File: src/rtl/otbn_bignum_mul_seq_if.sv
// Signal bundle between the bignum multiply sequencer, its requester and the MAC.
// The master side is the requester plus the MAC (drives start/operands and the
// MAC result); the slave side is the sequencer.
interface otbn_bignum_mul_seq_if;
  localparam int WLEN = 256;

  logic              start_i;
  logic              abort_i;
  logic [WLEN-1:0]   operand_a_i;
  logic [WLEN-1:0]   operand_b_i;

  logic              mac_en_o;
  logic              mac_commit_o;
  logic [WLEN-1:0]   mac_operand_a_o;
  logic [WLEN-1:0]   mac_operand_b_o;
  logic [1:0]        mac_a_qw_sel_o;
  logic [1:0]        mac_b_qw_sel_o;
  logic [1:0]        mac_pre_acc_shift_o;
  logic              mac_zero_acc_o;
  logic              mac_shift_acc_o;
  logic              mac_predec_op_en_o;
  logic              mac_predec_acc_rd_en_o;
  logic [WLEN-1:0]   mac_result_i;

  logic              busy_o;
  logic              done_o;
  logic [2*WLEN-1:0] result_o;

  modport master (
    output start_i, abort_i, operand_a_i, operand_b_i, mac_result_i,
    input  mac_en_o, mac_commit_o, mac_operand_a_o, mac_operand_b_o,
           mac_a_qw_sel_o, mac_b_qw_sel_o, mac_pre_acc_shift_o,
           mac_zero_acc_o, mac_shift_acc_o, mac_predec_op_en_o,
           mac_predec_acc_rd_en_o, busy_o, done_o, result_o
  );

  modport slave (
    input  start_i, abort_i, operand_a_i, operand_b_i, mac_result_i,
    output mac_en_o, mac_commit_o, mac_operand_a_o, mac_operand_b_o,
           mac_a_qw_sel_o, mac_b_qw_sel_o, mac_pre_acc_shift_o,
           mac_zero_acc_o, mac_shift_acc_o, mac_predec_op_en_o,
           mac_predec_acc_rd_en_o, busy_o, done_o, result_o
  );
endinterface

File: src/rtl/otbn_bignum_mul_seq.sv
// Full 256x256 -> 512 multiply sequencer. Drives the bignum MAC through the
// 16 quarter-word MULQACC ops (one per cycle) and assembles the 512-bit
// product from the 128-bit half-words the MAC shifts out.
module otbn_bignum_mul_seq (
  input  logic                 clk_i,
  input  logic                 rst_i,
  otbn_bignum_mul_seq_if.slave bus
);
  localparam int WLEN  = 256;
  localparam int HWLEN = WLEN / 2;

  typedef enum logic {
    IDLE = 1'b0,
    RUN  = 1'b1
  } state_e;

  state_e            state_q, state_d;
  logic [3:0]        idx_q, idx_d;
  logic [WLEN-1:0]   opa_q, opa_d;
  logic [WLEN-1:0]   opb_q, opb_d;
  logic [2*WLEN-1:0] res_q, res_d;
  logic              done_q, done_d;

  logic [1:0]        a_qw, b_qw, pre_sh;
  logic              zero_acc, shift_acc;
  logic              run, mac_en;

  // Only the low half-word of the MAC result is ever collected.
  logic unused_res_hi;
  assign unused_res_hi = ^bus.mac_result_i[WLEN-1:HWLEN];

  // Op schedule: column-ordered quarter-word products so that each finished
  // 128-bit column can be shifted out of the accumulator.
  always_comb begin
    {a_qw, b_qw, pre_sh} = 6'd0;
    case (idx_q)
      4'd0:    {a_qw, b_qw, pre_sh} = {2'd0, 2'd0, 2'd0};
      4'd1:    {a_qw, b_qw, pre_sh} = {2'd0, 2'd1, 2'd1};
      4'd2:    {a_qw, b_qw, pre_sh} = {2'd1, 2'd0, 2'd1};
      4'd3:    {a_qw, b_qw, pre_sh} = {2'd0, 2'd2, 2'd0};
      4'd4:    {a_qw, b_qw, pre_sh} = {2'd1, 2'd1, 2'd0};
      4'd5:    {a_qw, b_qw, pre_sh} = {2'd2, 2'd0, 2'd0};
      4'd6:    {a_qw, b_qw, pre_sh} = {2'd0, 2'd3, 2'd1};
      4'd7:    {a_qw, b_qw, pre_sh} = {2'd1, 2'd2, 2'd1};
      4'd8:    {a_qw, b_qw, pre_sh} = {2'd2, 2'd1, 2'd1};
      4'd9:    {a_qw, b_qw, pre_sh} = {2'd3, 2'd0, 2'd1};
      4'd10:   {a_qw, b_qw, pre_sh} = {2'd1, 2'd3, 2'd0};
      4'd11:   {a_qw, b_qw, pre_sh} = {2'd2, 2'd2, 2'd0};
      4'd12:   {a_qw, b_qw, pre_sh} = {2'd3, 2'd1, 2'd0};
      4'd13:   {a_qw, b_qw, pre_sh} = {2'd2, 2'd3, 2'd1};
      4'd14:   {a_qw, b_qw, pre_sh} = {2'd3, 2'd2, 2'd1};
      default: {a_qw, b_qw, pre_sh} = {2'd3, 2'd3, 2'd0};
    endcase
    zero_acc  = (idx_q == 4'd0);
    shift_acc = (idx_q == 4'd2) || (idx_q == 4'd9) || (idx_q == 4'd14);
  end

  // Next-state, operand latch, result capture and MAC enable.
  always_comb begin
    state_d = state_q;
    idx_d   = idx_q;
    opa_d   = opa_q;
    opb_d   = opb_q;
    res_d   = res_q;
    done_d  = 1'b0;
    mac_en  = 1'b0;
    unique case (state_q)
      IDLE: begin
        if (bus.start_i) begin
          state_d = RUN;
          idx_d   = 4'd0;
          opa_d   = bus.operand_a_i;
          opb_d   = bus.operand_b_i;
          res_d   = '0;
        end
      end
      RUN: begin
        if (bus.abort_i) begin
          // Gate the op in flight so the MAC never commits it.
          state_d = IDLE;
          idx_d   = 4'd0;
          res_d   = '0;
        end else begin
          mac_en = 1'b1;
          case (idx_q)
            4'd2:    res_d[0*HWLEN +: HWLEN] = bus.mac_result_i[HWLEN-1:0];
            4'd9:    res_d[1*HWLEN +: HWLEN] = bus.mac_result_i[HWLEN-1:0];
            4'd14:   res_d[2*HWLEN +: HWLEN] = bus.mac_result_i[HWLEN-1:0];
            4'd15:   res_d[3*HWLEN +: HWLEN] = bus.mac_result_i[HWLEN-1:0];
            default: ;
          endcase
          if (idx_q == 4'd15) begin
            state_d = IDLE;
            idx_d   = 4'd0;
            done_d  = 1'b1;
          end else begin
            idx_d = idx_q + 4'd1;
          end
        end
      end
      default: state_d = IDLE;
    endcase
  end

  // State, counter, operand and result registers.
  always_ff @(posedge clk_i) begin
    if (rst_i) begin
      state_q <= IDLE;
      idx_q   <= 4'd0;
      opa_q   <= '0;
      opb_q   <= '0;
      res_q   <= '0;
      done_q  <= 1'b0;
    end else begin
      state_q <= state_d;
      idx_q   <= idx_d;
      opa_q   <= opa_d;
      opb_q   <= opb_d;
      res_q   <= res_d;
      done_q  <= done_d;
    end
  end

  assign run = (state_q == RUN);

  // Control fields are quiet outside RUN; enables additionally drop on abort.
  assign bus.mac_en_o               = mac_en;
  assign bus.mac_commit_o           = mac_en;
  assign bus.mac_operand_a_o        = opa_q;
  assign bus.mac_operand_b_o        = opb_q;
  assign bus.mac_a_qw_sel_o         = run ? a_qw      : 2'd0;
  assign bus.mac_b_qw_sel_o         = run ? b_qw      : 2'd0;
  assign bus.mac_pre_acc_shift_o    = run ? pre_sh    : 2'd0;
  assign bus.mac_zero_acc_o         = run & zero_acc;
  assign bus.mac_shift_acc_o        = run & shift_acc;
  assign bus.mac_predec_op_en_o     = mac_en;
  assign bus.mac_predec_acc_rd_en_o = mac_en & ~(run & zero_acc);

  assign bus.busy_o   = run;
  assign bus.done_o   = done_q;
  assign bus.result_o = res_q;
endmodule

File: src/flat_wrapper.sv
// flat-port wrapper written by rule: the top's interface ports become plain ports
module otbn_bignum_mul_seq_flat 
  (clk_i, rst_i, bus_start_i, bus_abort_i, bus_operand_a_i, bus_operand_b_i, bus_mac_result_i, bus_mac_en_o, bus_mac_commit_o, bus_mac_operand_a_o, bus_mac_operand_b_o, bus_mac_a_qw_sel_o, bus_mac_b_qw_sel_o, bus_mac_pre_acc_shift_o, bus_mac_zero_acc_o, bus_mac_shift_acc_o, bus_mac_predec_op_en_o, bus_mac_predec_acc_rd_en_o, bus_busy_o, bus_done_o, bus_result_o);
  otbn_bignum_mul_seq_if bus_i ();
  input  logic clk_i;
  input  logic rst_i;
  input wire logic [$bits(bus_i.start_i)-1:0] bus_start_i;
  input wire logic [$bits(bus_i.abort_i)-1:0] bus_abort_i;
  input wire logic [$bits(bus_i.operand_a_i)-1:0] bus_operand_a_i;
  input wire logic [$bits(bus_i.operand_b_i)-1:0] bus_operand_b_i;
  input wire logic [$bits(bus_i.mac_result_i)-1:0] bus_mac_result_i;
  output wire logic [$bits(bus_i.mac_en_o)-1:0] bus_mac_en_o;
  output wire logic [$bits(bus_i.mac_commit_o)-1:0] bus_mac_commit_o;
  output wire logic [$bits(bus_i.mac_operand_a_o)-1:0] bus_mac_operand_a_o;
  output wire logic [$bits(bus_i.mac_operand_b_o)-1:0] bus_mac_operand_b_o;
  output wire logic [$bits(bus_i.mac_a_qw_sel_o)-1:0] bus_mac_a_qw_sel_o;
  output wire logic [$bits(bus_i.mac_b_qw_sel_o)-1:0] bus_mac_b_qw_sel_o;
  output wire logic [$bits(bus_i.mac_pre_acc_shift_o)-1:0] bus_mac_pre_acc_shift_o;
  output wire logic [$bits(bus_i.mac_zero_acc_o)-1:0] bus_mac_zero_acc_o;
  output wire logic [$bits(bus_i.mac_shift_acc_o)-1:0] bus_mac_shift_acc_o;
  output wire logic [$bits(bus_i.mac_predec_op_en_o)-1:0] bus_mac_predec_op_en_o;
  output wire logic [$bits(bus_i.mac_predec_acc_rd_en_o)-1:0] bus_mac_predec_acc_rd_en_o;
  output wire logic [$bits(bus_i.busy_o)-1:0] bus_busy_o;
  output wire logic [$bits(bus_i.done_o)-1:0] bus_done_o;
  output wire logic [$bits(bus_i.result_o)-1:0] bus_result_o;
  assign bus_i.start_i = bus_start_i;
  assign bus_i.abort_i = bus_abort_i;
  assign bus_i.operand_a_i = bus_operand_a_i;
  assign bus_i.operand_b_i = bus_operand_b_i;
  assign bus_i.mac_result_i = bus_mac_result_i;
  assign bus_mac_en_o = bus_i.mac_en_o;
  assign bus_mac_commit_o = bus_i.mac_commit_o;
  assign bus_mac_operand_a_o = bus_i.mac_operand_a_o;
  assign bus_mac_operand_b_o = bus_i.mac_operand_b_o;
  assign bus_mac_a_qw_sel_o = bus_i.mac_a_qw_sel_o;
  assign bus_mac_b_qw_sel_o = bus_i.mac_b_qw_sel_o;
  assign bus_mac_pre_acc_shift_o = bus_i.mac_pre_acc_shift_o;
  assign bus_mac_zero_acc_o = bus_i.mac_zero_acc_o;
  assign bus_mac_shift_acc_o = bus_i.mac_shift_acc_o;
  assign bus_mac_predec_op_en_o = bus_i.mac_predec_op_en_o;
  assign bus_mac_predec_acc_rd_en_o = bus_i.mac_predec_acc_rd_en_o;
  assign bus_busy_o = bus_i.busy_o;
  assign bus_done_o = bus_i.done_o;
  assign bus_result_o = bus_i.result_o;
  otbn_bignum_mul_seq u_core (.clk_i(clk_i), .rst_i(rst_i), .bus(bus_i));
endmodule
File: config.mk
export PLATFORM = sky130hd
export DESIGN_NAME = otbn_bignum_mul_seq_flat
export DESIGN_NICKNAME = d
export VERILOG_FILES = /design/src/rtl/otbn_bignum_mul_seq_if.sv /design/src/rtl/otbn_bignum_mul_seq.sv /design/src/flat_wrapper.sv
export SDC_FILE = /design/constraint.sdc
export NUM_CORES = 2
export LEC_CHECK = 0
export CORE_AREA = 5 5 709 711
export DETAILED_ROUTE_END_ITERATION = 10
export DIE_AREA = 0 0 714 716
export PLACE_DENSITY = 0.33
export SYNTH_ARGS = -nofsm -noshare
export SYNTH_HDL_FRONTEND = slang
export SYNTH_SLANG_ARGS = --single-unit
File: constraint.sdc
create_clock -name clk_i -period 6.9 [get_ports clk_i]
set_input_delay 1.38 -clock clk_i [delete_from_list [all_inputs] [get_ports clk_i]]
set_output_delay 1.38 -clock clk_i [all_outputs]
set_load 0.02 [all_outputs]
Word level (Yosys, flattened, before mapping)
Memories as Yosys holds them, arrays and structs flattened. A register that Yosys moved wholly into a read port is not among the register bits. Cells that the tools add are included.

Word-level logic and storage cells: 57. ROM bits: 80. Register bits: 1030. Memories kept: 1. Output and inout port bits: 1038. Input bits: 772.

Muxes and demuxes: 23. Add/sub/neg operators: 1. Equality and inequality tests: 9. Reductions and logical operators: 9. Bitwise gates (word level): 5.

Memories: (name not given) (words 16, width 5, read ports 1, clocked after Yosys merged registers in 1, write ports 0, line otbn_bignum_mul_seq.sv:36) `case (idx_q)`.

Operators with widths (number): 512-bit two-way mux (2); 512-bit one-hot mux with 2 select lines (1); 128-bit two-way mux (4); 4-bit two-way mux (5); 4-bit equality test (second input constant) (3); 3-bit != test (second input constant) (4); 2-bit AND reduction (5); 4-bit one-hot mux with 2 select lines (1); 1-bit two-way mux (6); 2-bit two-way mux (3); 4-bit by 1-bit adder with 4-bit output (second input constant) (1); 4-bit by 2-bit equality test with 1-bit output (second input constant) (1); 4-bit logical NOT (1); 1-bit AND (3); 3-bit OR reduction (1); 1-bit logical OR (2); 2-bit != test (second input constant) (1); 1-bit NOT (2); 1-bit one-hot mux with 2 select lines (1).

Logic depth before layout (Yosys ltp)
Depth after elaboration: 6. Mapped depth: 11. Gate-level depth less buffers: 10.

Worst setup path after synthesis
Ideal clock, no wire load.

Path kind: in2out. Start point: input port bus_abort_i. End point: output port bus_mac_en_o. Required time: 5.520 ns. Path buffers: 4. Stages on the path: 6. Setup slack: 2.934 ns. Data arrival time: 2.586 ns. Path through: nand2b_2 -> inv_1 -> buf_6 -> buf_4 -> clkbuf_1 -> buf_4.

Longest elaborated chain between the ends: 2.

Ends and longest elaborated chain: start: declaration (line flat_wrapper.sv:8) `input wire logic [$bits(bus_i.abort_i)-1:0] bus_abort_i;`; 1-bit two-way mux (line otbn_bignum_mul_seq.sv:78) `if (bus.abort_i) begin`; 1-bit two-way mux (line otbn_bignum_mul_seq.sv:67) `unique case (state_q)`; end: declaration (line flat_wrapper.sv:12) `output wire logic [$bits(bus_i.mac_en_o)-1:0] bus_mac_en_o;`.

Every way passes these cells.

Worst setup path in the final report
Start point: input port bus_abort_i. End point: output port bus_mac_commit_o.

Longest elaborated chain between the ends: 2.

Ends and longest elaborated chain: 1-bit two-way mux (line otbn_bignum_mul_seq.sv:78); 1-bit two-way mux (line otbn_bignum_mul_seq.sv:67); end: declaration (line flat_wrapper.sv:13) `output wire logic [$bits(bus_i.mac_commit_o)-1:0] bus_mac_commit_o;`.

Every way passes these cells.

==> impl_results.md <==
- Pre-CTS worst setup slack: 2.19 ns
- Hold Path Class: flop to flop
- Buf/Inv on CP: 3
- Post-Syn Area per Cell: 8.00 um2
- Final nets: 6,893
- Largest net degree at the start of global routing: 185
- Initial Util: 0.0743
- Slew margin rel.: 0.267
- Syn Inst Count: 4,606
- Post-synth top area cell: dfxtp_1
- Antenna Nets Post-Route: 0
- Crit path DAT: 3.29 ns
- WL per Instance: 29.4 um
- Worst-Skew Late Latency: 0.84 ns
- Skew final: 0.0645 ns
- Mux cell area share after synthesis: 0.000577
- Cell area after layout: 66,000 um2
- Pins Over Slew Limit: 0
- CTS Hold Bufs: 0
- Crit path capture type: primary output
- Total die area: 511,000 um2
- Initial antenna violation count: 301
- Synthesized cell area: 36,800 um2
- Yosys cell types: 47
- Area Overhead vs Synth: 79.2%
- Clk sinks: 1,035
- Hold Fails Final Rpt: 0
- Most common cell after layout, fill and taps aside: clkdlybuf4s50_1
- Placed instance count: 12,474
- Fmax: 214 MHz
- Die Width: 714 um
- Min cycle time layout: 4.67 ns
- Sequential element share of the synthesized area: 0.562
- Share of the synthesized area in the top cell type: 0.562
- Pwr Density: 262 nW/um2
- TritonCTS clock tree: yes
- Compound-Gate Fraction of Synth Area: 0.144
- Vias in the first global route: 38,683
- CP required: 5.52 ns
- Worst Path Max Fanout: 62
- GRT Resource Usage Total: 0.140
- TritonCTS buffer count: 160
- Most frequent cells in the layout: clkdlybuf4s50_1 (1,674), nand2_1 (1,545), dfxtp_1 (1,035)
- Rows: 259
- Vias per cell: 3.12
- Clock buffer depth: 4
- Post-CTS Setup Inserts: 0
- Worst Reg2Reg Path Length in Cells: 6
- IO Pins: 1,810
- CTS H-tree depth: 4
- First drt pass iteration count: 5
- Total gr overflow: 0
- WL final: 377 mm
- Synth area leaders: dfxtp_1 (56%), nand2_1 (16%), a21oi_1 (14%)
- # port buffers: 1,680
- Die Ht: 716 um
- Tot Pwr: 17.3 mW
- Clock-pin slew on the worst setup and hold paths: 0.06 ns
- Non-filler cells, final: 12,817
- DRC viols: 0
- Post-CTS Resized: 0
- CTS root buf: clkbuf_16
- Share of layout cells above drive strength 1: 0.0546
- Total stage count of the critical path: 4
- 1st-iter DRT viols: 2,435
- Core Footprint: 496,000 um2
- Final Core Density: 0.133
- Post-Syn Nets: 5,388
- Critical Path Source Type: primary input
- Gpl congestion: 0.862
- HPWL Detailed: 309 mm
- Worst setup margin: 2.23 ns
- Final TNS setup: 0 ns
- CP max-delay cell: clkdlybuf4s50_1
- Hold Crit Depth: 2
- Max Cap Viol: 0
- Critical path's top delay family: buffers and inverters
- Largest family of logic cells by synthesized area: simple AND/OR/NAND/NOR gates
- Adder-Cell Fraction of Synth Area: 0.00340
- Ys Warns: 0
- Status: finished, final reports clean
- Crit share post-route: 0.676
- Total number of vias: 40,020
- Measured slew at the worst slew-check pin: 1.10 ns
- VDD IR max: 0.000178 V
- First-pass GRT wire length: 463 mm
- Setup Viol. Count Final: 0
- CP dominant cell by count: clkdlybuf4s50_1
- Static leakage: 21.0 nW
- Unrepaired setup endpoints after global routing: false
- Cell Chain, Critical Path: clkdlybuf4s50_1 > nand2b_2 > inv_8 > clkdlybuf4s50_1
- Synth Area in XOR/XNOR: 0.000238
- CP max stage delay: 0.71 ns
- Final hold slack: 0.451 ns
- Number of synthesized register bits: 1,035
- Synth Area in Simple Gates: 0.234
- Worst Path Class, Setup: primary input to primary output
- DP Area: 60,700 um2
registers in the layout, summed over array words and instances, names as in the netlist:
name	count
u_core.b_qw	2
u_core.pre_sh	1
u_core.bus.done_o	1
u_core.a_qw	2
u_core.bus.busy_o	1
u_core.bus.result_o	512
u_core.bus.mac_operand_b_o	256
u_core.bus.mac_operand_a_o	256
u_core.idx_q	4
cell usage after synthesis, drive strengths merged:
master and number:
nand3 515, and4 1, nor3 3, mux2 1
or2 1, clkbuf 149, conb 1, buf 259
a21oi 1034, nand2b 3, o32a 1, and2 5
a21o 4, nand3b 2, a2111o 1, ha 10
nor2 7, nor4 2, a221o 1, dfxtp 1035
o21ba 1, o22ai 1, a22oi 1, nor4b 2
and3 1, nor2b 1, nand2 1548, a211oi 1
or4b 1, inv 7, o21ai 1, a21boi 1
o2111ai 1, xor2 1, mux2i 1, nor3b 1
and3b 1
final cells by class:
class / instances / area (um2)
inverter: 7 / 33.8
timing repair buffer: 1751 / 17600
clock inverter: 44 / 468
sequential: 1035 / 20700
tap: 6525 / 8160
multi-input combinational: 3156 / 14200
fill: 57061 / 430000
clock buffer: 235 / 4680
antenna: 64 / 160
final timing paths:
kind	startpoint	slack [ns]	end
worst max register to register	u_core.bus.busy_o$_SDFF_PP0_	3.36	u_core.bus.result_o[430]$_SDFFE_PP0P_
worst min register to register	u_core.bus.mac_operand_a_o[123]$_SDFFE_PP0P_	0.45	u_core.bus.mac_operand_a_o[123]$_SDFFE_PP0P_
worst max-delay path	bus_abort_i	2.23	bus_mac_commit_o
worst min-delay path	u_core.bus.mac_operand_a_o[123]$_SDFFE_PP0P_	0.45	u_core.bus.mac_operand_a_o[123]$_SDFFE_PP0P_
power breakdown:
group | switching (mW) | internal [mW] | leakage (nW)
registers | 0.141 | 6.21 | 8.43
logic | 1.69 | 0.914 | 9.98
clock network | 3.41 | 4.95 | 2.54
total | 5.24 | 12.1 | 21.0
per-layer routing:
metal,global-route usage,wire (um)
met3,0.0733,42300
met4,0.0295,10100
met1,0.154,143000
met2,0.239,181000
met5,0,1060
logic make-up after synthesis:
kind of cell,count (synthesis)
compound gates,1048
xor+xnor,1
fa+ha+maj,10
buf+inv,415
flops,1035
mux,2
other cells,1
simple gates,2094
worst reg2reg max path, stage by stage, from the launching register on:
cell and delay, ns:
dfxtp_1 0.79, nand2b_2 0.25, inv_8 0.38, buf_4 0.85
buf_4 0.78, nand3_1 0.24, a21oi_1 0.16
No activity file was read; power rests on OpenSTA's default activity.
